[src/rtl/sat_step_pkg.sv]
//------------------------------------------------------------------------------
// Module   : sat_step_pkg
// Purpose  : Shared types and constants for the saturating step arbiter.
// Revision : 1.0
//------------------------------------------------------------------------------
`default_nettype none

package sat_step_pkg;

  typedef enum logic [1:0] {
    IDLE  = 2'd0,
    GRANT = 2'd1,
    HOLD  = 2'd2
  } state_t;

  localparam logic DIR_DEC = 1'b0;
  localparam logic DIR_INC = 1'b1;

  typedef enum logic {
    REQ_ID_A = 1'b0,
    REQ_ID_B = 1'b1
  } req_id_t;

endpackage

`default_nettype wire

[src/rtl/sat_step.sv]
//------------------------------------------------------------------------------
// Module   : sat_step
// Purpose  : Combinational saturating +1/-1 step on an unsigned level.
// Revision : 1.0
//------------------------------------------------------------------------------
`default_nettype none

module sat_step
  import sat_step_pkg::*;
#(
  parameter int WIDTH   = 4,
  parameter int MAX_VAL = 15
) (
  input  logic [WIDTH-1:0] level,
  input  logic             dir,
  output logic [WIDTH-1:0] next,
  output logic             clipped
);

  localparam logic [WIDTH-1:0] c_max = WIDTH'(MAX_VAL);

  always_comb begin
    next    = level;
    clipped = 1'b0;
    if (dir == DIR_INC) begin
      if (level < c_max) begin
        next = level + 1'b1;
      end else begin
        next    = c_max;
        clipped = 1'b1;
      end
    end else begin
      if (level != '0) begin
        next = level - 1'b1;
      end else begin
        clipped = 1'b1;
      end
    end
  end

endmodule

`default_nettype wire

[src/rtl/sat_step_arbiter.sv]
//------------------------------------------------------------------------------
// Module   : sat_step_arbiter
// Purpose  : Round-robin arbitration of two step requesters onto one saturating
//            level register, with a hold-off between steps.
//            Optional clipped-step counter: SAT_STEP_ARBITER_SATCNT_EN.
// Revision : 1.0
//------------------------------------------------------------------------------
`default_nettype none

module sat_step_arbiter
  import sat_step_pkg::*;
#(
  parameter int WIDTH     = 4,
  parameter int MAX_VAL   = 15,
  parameter int RESET_VAL = 0,
  parameter int HOLDOFF   = 2
) (
  input  logic             clk,
  input  logic             rst_n,
  input  logic             req_a,
  input  logic             dir_a,
  input  logic             req_b,
  input  logic             dir_b,
  output logic             ack_a,
  output logic             ack_b,
  output logic [WIDTH-1:0] level,
  output logic             at_min,
  output logic             at_max,
  output logic             busy,
  output logic             sat
`ifdef SAT_STEP_ARBITER_SATCNT_EN
  ,
  output logic [7:0]       satcnt
`endif
);

  localparam logic [WIDTH-1:0] c_max       = WIDTH'(MAX_VAL);
  localparam logic [WIDTH-1:0] c_reset     = WIDTH'(RESET_VAL);
  localparam logic [7:0]       c_hold_load = 8'((HOLDOFF > 0) ? HOLDOFF - 1 : 0);

  state_t           r_state;
  req_id_t          r_ptr;
  logic             r_dir;
  logic [7:0]       r_hold;
  logic [WIDTH-1:0] r_level;
  logic             r_ack_a;
  logic             r_ack_b;
  logic             r_sat;

  req_id_t          w_winner;
  logic             w_win_dir;
  logic [WIDTH-1:0] w_next;
  logic             w_clipped;

  // Pointer only breaks ties; a lone requester always wins.
  always_comb begin
    w_winner = REQ_ID_B;
    if (req_a && req_b) begin
      w_winner = r_ptr;
    end else if (req_a) begin
      w_winner = REQ_ID_A;
    end
    w_win_dir = (w_winner == REQ_ID_A) ? dir_a : dir_b;
  end

  sat_step #(
    .WIDTH   (WIDTH),
    .MAX_VAL (MAX_VAL)
  ) u_step (
    .level   (r_level),
    .dir     (r_dir),
    .next    (w_next),
    .clipped (w_clipped)
  );

  always_ff @(posedge clk) begin
    if (!rst_n) begin
      r_state <= IDLE;
      r_ptr   <= REQ_ID_A;
      r_dir   <= DIR_DEC;
      r_hold  <= '0;
      r_level <= c_reset;
      r_ack_a <= 1'b0;
      r_ack_b <= 1'b0;
      r_sat   <= 1'b0;
    end else begin
      r_ack_a <= 1'b0;
      r_ack_b <= 1'b0;
      r_sat   <= 1'b0;
      case (r_state)
        IDLE: begin
          if (req_a || req_b) begin
            r_state <= GRANT;
            r_dir   <= w_win_dir;
            r_ack_a <= (w_winner == REQ_ID_A);
            r_ack_b <= (w_winner == REQ_ID_B);
            r_ptr   <= (w_winner == REQ_ID_A) ? REQ_ID_B : REQ_ID_A;
          end
        end
        GRANT: begin
          r_level <= w_next;
          r_sat   <= w_clipped;
          if (HOLDOFF > 0) begin
            r_state <= HOLD;
            r_hold  <= c_hold_load;
          end else begin
            r_state <= IDLE;
          end
        end
        HOLD: begin
          if (r_hold == '0) begin
            r_state <= IDLE;
          end else begin
            r_hold <= r_hold - 1'b1;
          end
        end
        default: r_state <= IDLE;
      endcase
    end
  end

`ifdef SAT_STEP_ARBITER_SATCNT_EN
  logic [7:0] r_satcnt;

  always_ff @(posedge clk) begin
    if (!rst_n) begin
      r_satcnt <= '0;
    end else if ((r_state == GRANT) && w_clipped && (r_satcnt != 8'hFF)) begin
      r_satcnt <= r_satcnt + 1'b1;
    end
  end

  assign satcnt = r_satcnt;
`endif

  assign ack_a  = r_ack_a;
  assign ack_b  = r_ack_b;
  assign level  = r_level;
  assign sat    = r_sat;
  assign busy   = (r_state != IDLE);
  assign at_min = (r_level == '0);
  assign at_max = (r_level == c_max);

endmodule

`default_nettype wire

[config.mk]
export PLATFORM = sky130hd
export DESIGN_NAME = sat_step_arbiter
export DESIGN_NICKNAME = d
export VERILOG_FILES = /design/src/rtl/sat_step_pkg.sv /design/src/rtl/sat_step.sv /design/src/rtl/sat_step_arbiter.sv
export SDC_FILE = /design/constraint.sdc
export NUM_CORES = 1
export LEC_CHECK = 0
export CAP_MARGIN = 20
export CELL_PAD_IN_SITES_DETAIL_PLACEMENT = 1
export CELL_PAD_IN_SITES_GLOBAL_PLACEMENT = 2
export CORE_MARGIN = 5
export CORE_UTILIZATION = 38
export DETAILED_ROUTE_END_ITERATION = 8
export DONT_BUFFER_PORTS = 1
export PLACE_DENSITY = 0.79
export SLEW_MARGIN = 20
export SYNTH_ARGS = -nofsm -noshare
export SYNTH_HDL_FRONTEND = slang
export SYNTH_SLANG_ARGS = --single-unit
[constraint.sdc]
create_clock -name clk -period 3.9 [get_ports clk]
set_input_delay 0.975 -clock clk [delete_from_list [all_inputs] [get_ports clk]]
set_output_delay 0.975 -clock clk [all_outputs]
set_load 0.02 [all_outputs]
==> results by group <==
Clock network
  • Clk root buf: clkbuf_4
  • CTS Buffer Depth: 2
  • H-tree levels: 1
  • Skew-Pair Late Insertion Delay: 310 ps
  • Post-CTS Setup Repair Bufs: 0
  • Post-CTS Hold Fix Bufs: 0
  • # resized after CTS: 0
  • CTS clk-pin slew, worst paths: 120 ps
  • Sink Count: 19
  • CTS tree: built
  • Inserted Clock Buffers: 3

GRT
  • Total Routing Usage GR: 14.1%
  • Grt ovf: 0
  • Vias in the first global route: 879
  • Largest net degree at the start of global routing: 12
  • Antenna violations before repair: 0
  • Global-route wire length before repair: 3860 um

Yosys
  • Synth top area share: 38.4%
  • Synth top area cells: dfxtp_1 (38%), inv_1 (4.2%), a21oi_1 (4.0%)
  • Area leader, netlist: dfxtp_1
  • Primary FF master, synth: dfxtp_1
  • Share of synthesized flip-flops with an asynchronous set or reset: 0%
  • #FFs+latches synth: 19
  • Post-synth EDFFs: 0
  • Top-count cell post-synth: dfxtp_1
  • Synth top cells by count: dfxtp_1 (19), inv_1 (11), nor2_1 (10), a21oi_1 (8), nand2_1 (7)
  • Synth warn: 0
  • Cell count after synthesis: 119
  • Post-Syn Nets: 128
  • Yosys cell types: 43
  • Synth Cell Area: 990 sq um
  • Register area share after synthesis: 38.4%
  • Syn_area_per_cell: 8.32 sq um

Detailed routing
  • Post-route ant nets: 0
  • DRT Pass-1 Iters: 4
  • DRC viols: 0
  • Avg WL per Cell: 15.2 um
  • Final WL: 2270 um
  • Initial DRC Count: 10
  • Total number of vias: 860
  • Via-to-Cell Ratio: 5.77

Setup path
  • Critical path required time: 2920 ps
  • R2R Setup Slk: 1880 ps
  • Crit-path max cell delay: 720 ps
  • R2R Path End: level[0]$_SDFFE_PN0P_
  • CP Launch Type: flop
  • Cell family with most CP delay: simple AND/OR/NAND/NOR gates
  • Crit path DAT: 1810 ps
  • Levels on crit path: 3
  • Max FO, Critical Path: 5
  • Worst r2r src: level[0]$_SDFFE_PN0P_
  • Crit-path cells: inv_1, ha_1, nor3b_1
  • WS Path Type: reg2out
  • Reg2reg path depth: 6
  • Buffer and inverter count on the worst path: 1
  • Setup crit end kind: output pin
  • CP max stage cell: nor3b_1

Min path
  • Hold Path Cell Cnt: 1
  • Hold endpoint: r_ptr$_SDFFE_PN0P_
  • HP Start: r_ptr$_SDFFE_PN0P_
  • Hold WC Path Type: reg2reg

STA
  • Slew @ Worst Pin: 864 ps
  • Crit share post-route: 71.5%
  • Final Hold Viols: 0
  • Fmax: 359 MHz
  • Worst Clk Skew: 1.15 ps
  • RSZ-0062 raised after global routing: no
  • Setup Viol. Count Final: 0
  • Setup slack after layout: 1110 ps
  • Worst relative slew slack: 42.3%
  • Slew Viols, Final: 0
  • Final Critical Period: 2790 ps
  • Setup TNS: 0 ps

Die
  • Initial Util: 39.9%
  • Cell Rows: 18
  • Core area: 2480 sq um
  • I/O pin count: 16
  • Die height: 61.0 um
  • Die ar.: 3730 sq um
  • Die W: 61.0 um

Final layout
  • Nets: 129
  • Area growth syn-to-layout: 5.06%
  • Layout cell share with drive strength beyond 1: 6.72%
  • FF/Latch Area: 380 sq um
  • ANT cells: 0
  • Fill cells: 315
  • Footprint of the multi-input gates: 553 sq um

Power and ir drop
  • Pwr per Cell Area: 445 nW/um^2
  • Leak: 0.410 nW
  • Worst VDD drop: 0.000254 V

Outcome
  • Status: finished clean

Flow run
  • Max_cap viols: 0

Placement
  • Placement Setup Slack: 1450 ps
  • Final GP Congestion: 0.746
  • HPWL after DPL: 1710 um
  • I/O Buffers: 0
cell type report:
cell class / instances / share of cell area (%)
Clock inverter: 1 / 0.481
Tap cell: 30 / 3.61
Inverter: 11 / 3.97
Sequential cell: 19 / 36.6
Multi-Input combinational cell: 85 / 53.2
Clock buffer: 3 / 2.17
sequential cells by signal (all words and copies together) (netlist names):
name and cells:
ack_b 1, r_dir 1, r_hold 8, sat 1, ack_a 1, r_ptr 1
r_state 2, level 4
cells by family after synthesis:
| group | count (synthesis) | share of synthesized area (%) |
|---|---|---|
| AOI/OAI and AO/OA | 34 | 23.6 |
| DFF | 19 | 38.4 |
| adders and majority gates | 3 | 3.79 |
| and+or+nand+nor | 43 | 23.6 |
| muxes | 2 | 2.15 |
| buffers and inverters | 15 | 5.69 |
| xor gates and xnor gates | 3 | 2.66 |
per-layer routing:
metal / track usage (%) / share of wire, % / up-vias
li1: - / - / 426
met1: 16.5 / 46 / 417
met2: 22.7 / 46 / 13
met3: 6.08 / 5.5 / 4
met4: 5.88 / 1.6 / 0
met5: 0 / 0 / -
placed cells by master, fill, tap and decap left out, drive strengths merged, types with 2 or more instances in the layout:
cell type,n
clkbuf,3
ha,3
and3,2
nand4,2
xor2,2
o211ai,2
o21ai,5
nor3,3
nand3,2
and2,2
or4,2
a211oi,2
a21o,2
inv,11
a311oi,3
o2111ai,2
a21oi,8
nor2,10
dfxtp,19
nand2,7
nand2b,4
or2,2
nor2b,2
power by group:
part           switching (W)  internal, W
registers          0.0000259     0.000211
logic              0.0000677    0.0000523
clock network      0.0000673    0.0000383
total               0.000161     0.000302
worst max path at each step:
stage                           from     end  slack, ps
4_1_cts        level[0]$_SDFFE_PN0P_  at_min       1090
3_5_place_dp   level[0]$_SDFFE_PN0P_  at_min       1450
5_1_grt        level[0]$_SDFFE_PN0P_  at_min        960
2_1_floorplan  level[0]$_SDFFE_PN0P_  at_min       1580
6_report       level[0]$_SDFFE_PN0P_  at_min       1110
3_3_place_gp   level[0]$_SDFFE_PN0P_  at_min       1470
per-stage QoR:
stage / std cells / utilization [%] / power (W) / hold slack [ps] / instance area [sq um]
2_1_floorplan: 119 / - / 0.000339 / 443 / 990
3_3_place_gp: 145 / 40.9 / 0.000360 / 457 / 1010
3_5_place_dp: 145 / 40.9 / 0.000362 / 474 / 1010
4_1_cts: 149 / 42.0 / 0.000470 / 494 / 1040
5_1_grt: 149 / 42.0 / 0.000493 / 520 / 1040
6_report: 149 / 42.0 / 0.000463 / 490 / 1040
Power figures use the tool's default switching activity.
